## src/rtl/ps2_pkg.sv

```systemverilog
// Shared PS/2 definitions: receiver state encodings, frame constants and parity helper.
package ps2_pkg;

  typedef enum logic [3:0] {
    ST_IDLE   = 4'd0,
    ST_DATA   = 4'd1,
    ST_PARITY = 4'd2,
    ST_STOP   = 4'd3,
    ST_DONE   = 4'd4
  } state_t;

  localparam int PS2_FRAME_BITS = 11;
  localparam logic [7:0] PS2_ACK = 8'hFA;

  // Parity bit that makes the total count of ones (data + parity) odd.
  function automatic logic odd_parity(input logic [7:0] data_byte);
    return ~(^data_byte);
  endfunction

endpackage

```

## src/rtl/ps2_receive_if.sv

```systemverilog
// Receiver result bus: the receiver drives it (master), the protocol controller reads it (slave).
interface ps2_receive_if;
  import ps2_pkg::*;

  logic [7:0] data_out;
  logic       valid;
  logic       err_parity;
  logic       err_frame;
  logic       err_timeout;
  logic       busy;
  state_t     status;

  modport master (
    output data_out, valid, err_parity, err_frame, err_timeout, busy, status
  );

  modport slave (
    input data_out, valid, err_parity, err_frame, err_timeout, busy, status
  );

endinterface

```

## src/rtl/ps2_line_filter.sv

```systemverilog
// Two-flop synchroniser plus glitch filter for one open-collector PS/2 line, with a 1->0 pulse.
module ps2_line_filter #(
  parameter int FILTER_LEN = 8
) (
  input  logic qzt_clk,
  input  logic rst_n,
  input  logic line_in,
  output logic level,
  output logic fall
);

  localparam int CNT_W = (FILTER_LEN > 2) ? $clog2(FILTER_LEN) : 1;

  logic [1:0]       sync_reg;
  logic [CNT_W-1:0] cnt_reg;
  logic             level_reg;
  logic             fall_reg;

  // Level flips on the FILTER_LEN-th consecutive sample that disagrees with it.
  always_ff @(posedge qzt_clk or negedge rst_n) begin
    if (!rst_n) begin
      sync_reg  <= 2'b11;
      cnt_reg   <= '0;
      level_reg <= 1'b1;
      fall_reg  <= 1'b0;
    end else begin
      sync_reg <= {sync_reg[0], line_in};
      fall_reg <= 1'b0;
      if (sync_reg[1] != level_reg) begin
        if (cnt_reg == CNT_W'(FILTER_LEN - 1)) begin
          level_reg <= sync_reg[1];
          cnt_reg   <= '0;
          fall_reg  <= level_reg;
        end else begin
          cnt_reg <= cnt_reg + CNT_W'(1);
        end
      end else begin
        cnt_reg <= '0;
      end
    end
  end

  assign level = level_reg;
  assign fall  = fall_reg;

endmodule

```

## src/rtl/ps2_receive.sv

```systemverilog
// Device-to-host PS/2 frame receiver: deframes start/8 data/odd parity/stop and strobes the result.
module ps2_receive
  import ps2_pkg::*;
#(
  parameter int CLK_HZ     = 50_000_000,
  parameter int FILTER_LEN = 8,
  parameter int TIMEOUT_US = 200
) (
  input  logic       qzt_clk,
  input  logic       rst_n,
  input  logic       PS2C,
  input  logic       PS2D,
  input  logic       inhibit,
  ps2_receive_if.master rx
);

  localparam int TIMEOUT_CYCLES = CLK_HZ / 1_000_000 * TIMEOUT_US;
  localparam int GAP_W          = $clog2(TIMEOUT_CYCLES + 1);

  logic c_fall;
  logic c_level_unused;
  logic d_level;
  logic d_fall_unused;

  ps2_line_filter #(.FILTER_LEN(FILTER_LEN)) u_filt_c (
    .qzt_clk (qzt_clk),
    .rst_n   (rst_n),
    .line_in (PS2C),
    .level   (c_level_unused),
    .fall    (c_fall)
  );

  ps2_line_filter #(.FILTER_LEN(FILTER_LEN)) u_filt_d (
    .qzt_clk (qzt_clk),
    .rst_n   (rst_n),
    .line_in (PS2D),
    .level   (d_level),
    .fall    (d_fall_unused)
  );

  state_t           state_reg, state_next;
  logic [2:0]       bit_cnt_reg, bit_cnt_next;
  logic [7:0]       shift_reg, shift_next;
  logic             parity_reg, parity_next;
  logic [GAP_W-1:0] gap_reg, gap_next;
  logic [7:0]       data_reg, data_next;
  logic             valid_reg, valid_next;
  logic             errp_reg, errp_next;
  logic             errf_reg, errf_next;
  logic             errt_reg, errt_next;

  always_ff @(posedge qzt_clk or negedge rst_n) begin
    if (!rst_n) begin
      state_reg   <= ST_IDLE;
      bit_cnt_reg <= '0;
      shift_reg   <= '0;
      parity_reg  <= 1'b0;
      gap_reg     <= '0;
      data_reg    <= '0;
      valid_reg   <= 1'b0;
      errp_reg    <= 1'b0;
      errf_reg    <= 1'b0;
      errt_reg    <= 1'b0;
    end else begin
      state_reg   <= state_next;
      bit_cnt_reg <= bit_cnt_next;
      shift_reg   <= shift_next;
      parity_reg  <= parity_next;
      gap_reg     <= gap_next;
      data_reg    <= data_next;
      valid_reg   <= valid_next;
      errp_reg    <= errp_next;
      errf_reg    <= errf_next;
      errt_reg    <= errt_next;
    end
  end

  // Frame verdict is decided on the stop-bit fall and registered, so it appears in ST_DONE.
  always_comb begin
    state_next   = state_reg;
    bit_cnt_next = bit_cnt_reg;
    shift_next   = shift_reg;
    parity_next  = parity_reg;
    gap_next     = gap_reg;
    data_next    = data_reg;
    valid_next   = 1'b0;
    errp_next    = 1'b0;
    errf_next    = 1'b0;
    errt_next    = 1'b0;

    if (inhibit) begin
      state_next = ST_IDLE;
      gap_next   = '0;
    end else begin
      case (state_reg)
        ST_IDLE: begin
          gap_next = '0;
          if (c_fall && !d_level) begin
            state_next   = ST_DATA;
            bit_cnt_next = '0;
          end
        end
        ST_DATA: begin
          gap_next = gap_reg + GAP_W'(1);
          if (c_fall) begin
            shift_next[bit_cnt_reg] = d_level;
            bit_cnt_next            = bit_cnt_reg + 3'd1;
            if (bit_cnt_reg == 3'd7) state_next = ST_PARITY;
          end
        end
        ST_PARITY: begin
          gap_next = gap_reg + GAP_W'(1);
          if (c_fall) begin
            parity_next = d_level;
            state_next  = ST_STOP;
          end
        end
        ST_STOP: begin
          gap_next = gap_reg + GAP_W'(1);
          if (c_fall) begin
            state_next = ST_DONE;
            if (odd_parity(shift_reg) != parity_reg) begin
              errp_next = 1'b1;
            end else if (!d_level) begin
              errf_next = 1'b1;
            end else begin
              data_next  = shift_reg;
              valid_next = 1'b1;
            end
          end
        end
        ST_DONE: begin
          gap_next   = '0;
          state_next = ST_IDLE;
        end
        default: begin
          gap_next   = '0;
          state_next = ST_IDLE;
        end
      endcase

      // A fall in the same cycle as the limit clears the counter and wins.
      if (c_fall) begin
        gap_next = '0;
      end else if ((state_reg == ST_DATA || state_reg == ST_PARITY || state_reg == ST_STOP)
                   && gap_reg == GAP_W'(TIMEOUT_CYCLES - 1)) begin
        errt_next  = 1'b1;
        state_next = ST_IDLE;
        gap_next   = '0;
      end
    end
  end

  assign rx.data_out    = data_reg;
  assign rx.valid       = valid_reg;
  assign rx.err_parity  = errp_reg;
  assign rx.err_frame   = errf_reg;
  assign rx.err_timeout = errt_reg;
  assign rx.busy        = (state_reg != ST_IDLE);
  assign rx.status      = state_reg;

endmodule
```

## src/flat_wrapper.sv

```systemverilog
// flat-port wrapper written by rule: the top's interface ports become plain ports
module ps2_receive_flat import ps2_pkg::*;
#(
  parameter int CLK_HZ     = 50_000_000,
  parameter int FILTER_LEN = 8,
  parameter int TIMEOUT_US = 200
)
  (qzt_clk, rst_n, PS2C, PS2D, inhibit, rx_data_out, rx_valid, rx_err_parity, rx_err_frame, rx_err_timeout, rx_busy, rx_status);
  ps2_receive_if rx_i ();
  input  logic qzt_clk;
  input  logic rst_n;
  input  logic PS2C;
  input  logic PS2D;
  input  logic inhibit;
  output wire logic [$bits(rx_i.data_out)-1:0] rx_data_out;
  output wire logic [$bits(rx_i.valid)-1:0] rx_valid;
  output wire logic [$bits(rx_i.err_parity)-1:0] rx_err_parity;
  output wire logic [$bits(rx_i.err_frame)-1:0] rx_err_frame;
  output wire logic [$bits(rx_i.err_timeout)-1:0] rx_err_timeout;
  output wire logic [$bits(rx_i.busy)-1:0] rx_busy;
  output wire logic [$bits(rx_i.status)-1:0] rx_status;
  assign rx_data_out = rx_i.data_out;
  assign rx_valid = rx_i.valid;
  assign rx_err_parity = rx_i.err_parity;
  assign rx_err_frame = rx_i.err_frame;
  assign rx_err_timeout = rx_i.err_timeout;
  assign rx_busy = rx_i.busy;
  assign rx_status = rx_i.status;
  ps2_receive #(.CLK_HZ(CLK_HZ), .FILTER_LEN(FILTER_LEN), .TIMEOUT_US(TIMEOUT_US)) u_core (.qzt_clk(qzt_clk), .rst_n(rst_n), .PS2C(PS2C), .PS2D(PS2D), .inhibit(inhibit), .rx(rx_i));
endmodule
```

## config.mk

```make
export PLATFORM = sky130hd
export DESIGN_NAME = ps2_receive_flat
export DESIGN_NICKNAME = d
export VERILOG_FILES = /design/src/rtl/ps2_pkg.sv /design/src/rtl/ps2_receive_if.sv /design/src/rtl/ps2_line_filter.sv /design/src/rtl/ps2_receive.sv /design/src/flat_wrapper.sv
export SDC_FILE = /design/constraint.sdc
export NUM_CORES = 1
export LEC_CHECK = 0
export ABC_AREA = 1
export BUFFER_PORTS_ARGS = -buffer_cell sky130_fd_sc_hd__buf_2
export CELL_PAD_IN_SITES_DETAIL_PLACEMENT = 0
export CELL_PAD_IN_SITES_GLOBAL_PLACEMENT = 1
export CORE_ASPECT_RATIO = 2
export CORE_MARGIN = 2
export CORE_UTILIZATION = 45
export CTS_CLUSTER_DIAMETER = 120
export DETAILED_ROUTE_END_ITERATION = 8
export PLACE_DENSITY_LB_ADDON = 0.1
export SLEW_MARGIN = 25
export SYNTH_ARGS = -nofsm -noshare
export SYNTH_HDL_FRONTEND = slang
export SYNTH_SLANG_ARGS = --single-unit
```

## constraint.sdc

```tcl
create_clock -name qzt_clk -period 1.71 [get_ports qzt_clk]
set_input_delay 0.342 -clock qzt_clk [delete_from_list [all_inputs] [get_ports qzt_clk]]
set_output_delay 0.342 -clock qzt_clk [all_outputs]
set_load 0.01 [all_outputs]
```

# After elaboration in Yosys (flattened, before gate mapping)
# Cells that the tools add are included.
# totals
reg_bits	55
input_bits	5
out_inout_bits	17
elab_cells	97
# classes
addsub	4
n_lt_le_gt_ge	2
eq_ne	12
mux	42
bitwise	3
n_reduce_logical	17
# ops
operator	n
$mux W14	4
$mux W4	8
$mux W1	20
$mux W3	6
$pmux W4 S4	1
$add A14 B1 Y14 const B	1
$eq A14 B14 Y1 const B	1
$add A3 B1 Y3 const B	3
$eq A3 B3 Y1 const B	3
$bwmux W8	1
$eq A4 B2 Y1 const B	2
$reduce_xor A8 Y1	1
$pmux W3 S2	1
$reduce_and A3 Y1	2
$reduce_and A5 Y1	1
$eq A4 B1 Y1 const B	1
$logic_not A4 Y1	1
$lt A3 B4 Y1 const B	1
$reduce_and A2 Y1	2
$reduce_and A4 Y1	1
$reduce_bool A4 Y1	1
$demux W1 S3	1
$ge A3 B1 Y1 const B	1
$logic_and A1 B1 Y1	3
8 further kinds	13

# Depth between registers and ports, before layout
# logic_depth
ltp_word	7
mapped_depth	11
ltp_nobuf	11

# Hierarchy
# From an unflattened synthesis, not the netlist that was laid out.
# hier_totals
cells_unflattened	329
area_unflattened_um2	2767.7
# modules_own_cells
mod	n_inst	cells_each	area_per_inst_um2	seq_area_each_um2
ps2_receive	1	281	2239.6	1051.0
ps2_line_filter	2	24	264.0	178.9

# Least setup slack after synthesis
# OpenSTA, ideal clock, no wires.
# synth_timing
path_kind	register to register
start	register u_core.state_reg[2], in the netlist u_core.rx.status[2]
end	register u_core.data_reg[0], in the netlist u_core.rx.data_out[0]
setup_time_ns	0.117
arrival_ns	1.260
required_time_ns	1.593
setup_slack_ns	0.333
stages_incl_launch_ff	7
path_buffers	0
synth_period_minus_slack_ns	1.377
cell_sequence	dfrtp_1 nor2_4 nand3_2 nor3_4 nand3_4 nand2_1 nand2_1
# synth_via
elab_chain_cells	2
# synth_rtl
item	line_no	rtl
start: declaration	ps2_receive.sv:41	state_t state_reg, state_next;
start signal: assignment	ps2_receive.sv:65	state_reg <= state_next;
$eq A4 B2 Y1	ps2_receive.sv:95	case (state_reg)
$reduce_and A5 Y1 (no line)	--	
end signal: assignment	ps2_receive.sv:70	data_reg <= data_next;
end: declaration	ps2_receive.sv:46	logic [7:0] data_reg, data_next;
# Every way passes these cells.
# A chain may end at the register's enable or synchronous reset.

# Worst setup path after layout
# layout_timing
start	register u_core.state_reg[2], in the netlist u_core.rx.status[2]
end	register u_core.gap_reg[9]
# layout_via
elab_chain_cells	7
word_cells_on_any_way	11
cone_classes	3 x eq/ne; 4 x mux; 4 x reduce/logical
# layout_rtl
item	line_no	rtl
branches (longest 4 deep; another with $mux W14)	--	
$mux W14 *	ps2_receive.sv:145	end else if ((state_reg == ST_DATA || state_reg == ST_PARITY || state_reg == ST_STOP)
$mux W14 *	ps2_receive.sv:143	if (c_fall) begin
$mux W14 *	ps2_receive.sv:91	if (inhibit) begin
net u_core.gap_next[9]	ps2_receive.sv:45	logic [GAP_W-1:0] gap_reg, gap_next;
end signal: assignment	ps2_receive.sv:69	gap_reg <= gap_next;
end: declaration	ps2_receive.sv:45	
# Mark *: on every way through the listed nets, which the timed path passes.

==> results.yml <==
run_status:
  status: "finished, final reports clean"
timing:
  whs_ps: 26.49
  fin_ws_ps: 213.6
  rsz0062_at_grt: "false"
  setup_violations: 0
  setup_tns_ps: 0
  slew_viol_final: 0
  finalClockSkew_ps: 4.463
  min_period_over_period_pct: 87.51
  min_period_ps: 1496
  finalHoldViolCount: 0
  clock.fmax_mhz: 668.3
grt:
  grt_pass1_vias: 2084
  grt-ovfl-total: 0
  grt_use_total_pct: 18.52
  antenna_found_initial: 0
  grt_max_degree: 56
  grt_pass1_wl_um: 9142
layout:
  post-route-util_pct: 52.68
  final_nets: 353
  largest_reg_flops: 14
  areaGrowthSynthToFinish_pct: 13.18
  fillers: 565
  diodes: 0
  stdcell_area_mm2: 0.003008
  layout_commonest_cell: "nand2_1"
  drive_gt1_share_pct: 16.67
  mostFrequentLayoutCells: "85 x nand2_1, 49 x dfrtp_1, 38 x inv_1"
route:
  wirelength_um: 5141
  detail-route-antenna-nets: 0
  vias: 2013
  drc: 0
  via_per_inst: 4.995
  drt_iter0_markers: 67
  detail_route.first_pass.iterations: 4
  post_drt_wl_per_cell_um: 12.76
power:
  p_comb_share_pct: 9.1
  p_clk_share_pct: 37.7
  internal_power_w: 0.002045
  p_leak_nw: 1.472
  seqPwrFrac_pct: 53.2
  p_per_area_mw_per_mm2: 902.8
  switchingPower_w: 0.0006707
  vdd_ir_drop_max_uv: 946.5
  switching_share_pct: 24.70
placement:
  placed_cell_area_mm2: 0.002863
  post-dp-hpwl_um: 3946
  io_buffers: 21
  place.gp.congestion: 0.7742
  pre_cts_slack_ps: 208.2
floorplan:
  rows: 39
  io_pins: 22
  die-area_mm2: 0.006574
  die_w_um: 58.34
  die_h_um: 112.7
  start_util_pct: 46.55
  core_mm2: 0.005709
synthesis:
  synth_nets: 324
  netlist_area_mm2: 0.002658
  ys_seq_area_share_pct: 52.07
  synth_top_area_share_pct: 46.14
  synth-seq-cells: 55
  synth.area.top_cells: "dfrtp_1 46%, nand2_1 12%, dfstp_2 5.9%, nand3_1 5.5%, inv_1 5.4%"
  synthCells: 312
  ys_types: 33
  syn_area_per_cell_um2: 8.518
  ys_warn_count: 0
  yosysTopAreaCell: "dfrtp_1"
clocking:
  cts_tree: "built"
  clk_pin_slew_ps: 70
  cts_resized: 0
  post-cts-setup-buffers: 0
  htreeDepth: 2
  cts_hold_buffers: 0
  clockBufferDepth: 2
  root_buffer: "clkbuf_16"
  numClockSinks: 55
  numCtsBuffers: 5
  clock_latency_ps: 300
critical_path:
  crit_type: "register to register"
  required_ps: 1890
  start_kind: "register"
  r2r_cells: 7
  worstPathArrival_ps: 1680
  cp_max_fo: 10
  crit_path_end_kind: "register"
job:
  cap_violations: 0
min_path:
  hold_class: "input port to async pin"
## Yosys cell counts (all sizes together)
master	n
nand3	32
nor3	11
nor3b	1
buf	1
clkbuf	1
ha	7
a21oi	4
nor4	1
conb	1
dfrtp	49
and3	2
o21ai	19
dfstp	6
or2	1
mux2	1
xnor2	4
nor2	35
a31oi	2
xor2	2
nand2	89
inv	40
nand4	3
## power by group through the flow
stage	logic, W	clock network [W]	registers [W]
finish	0.000247	0.00102	0.00145
global route	0.000297	0.00110	0.00145
CTS	0.000258	0.00106	0.00145
detailed placement	0.000256	0	0.00147
global placement	0.000253	0	0.00147
floorplan	0.000168	0	0.00146
## layer usage
layer | track usage, % | vias up | wire (um)
met5 | 0 | - | 0
met4 | 9.922 | 0 | 174
met3 | 4.263 | 11 | 135
met2 | 34.61 | 26 | 2977
met1 | 17.49 | 928 | 1854
li1 | - | 1048 | -
## layout make-up
class                           instances  area (um2)  area share, %
Tap cell                               61       76.32          2.537
Inverter                               40       150.1          4.992
Clock buffer                            6       128.9          4.285
Sequential cell                        55        1384          46.01
Clock inverter                          2       16.27         0.5408
Timing Repair Buffer                   24       140.1          4.659
Multi-Input combinational cell        215        1112          36.98
## per-stage QoR
step	total power, W	cells
5_1_grt	0.002852	403
6_report	0.002716	403
3_5_place_dp	0.001729	395
2_1_floorplan	0.001628	312
3_3_place_gp	0.001722	395
4_1_cts	0.002763	403
## critical path, stage by stage (launching register included)
cell     delay [ps]
dfrtp_1         410
nor2_4          180
o21ai_2         110
nor3_1          150
nand2_1         100
nand2_2         200
inv_2            90
and3_1          160
## worst paths after layout
kind	start	end	slack (ps)
setup / recovery	u_core.rx.status[2]	u_core.gap_reg[9]	210
hold reg to reg	u_core.u_filt_d.sync_reg[0]	u_core.u_filt_d.sync_reg[1]	360
hold / removal	rst_n	u_core.shift_reg[2]	30
setup reg to reg	u_core.rx.status[2]	u_core.gap_reg[9]	210
min in group qzt_clk	PS2C	u_core.u_filt_c.sync_reg[0]	140
max in group asynchronous	rst_n	u_core.u_filt_c.sync_reg[0]	1380
## kinds of logic (layout without fill, tap and decap cells)
kind of cell               after synthesis  count (layout)  synth area share (%)
and+or+nand+nor                        175             175                 31.07
xor gates and xnor gates                 6               6                 1.977
DFF                                     55              55                 52.07
AOI/OAI and AO/OA                       25              25                 4.943
adders and majority gates                7               7                 3.296
muxes                                    1               1                0.4237
buffers and inverters                   42              72                 6.074
other                                    1               1                0.1411
(Power assumes the default switching activity.)
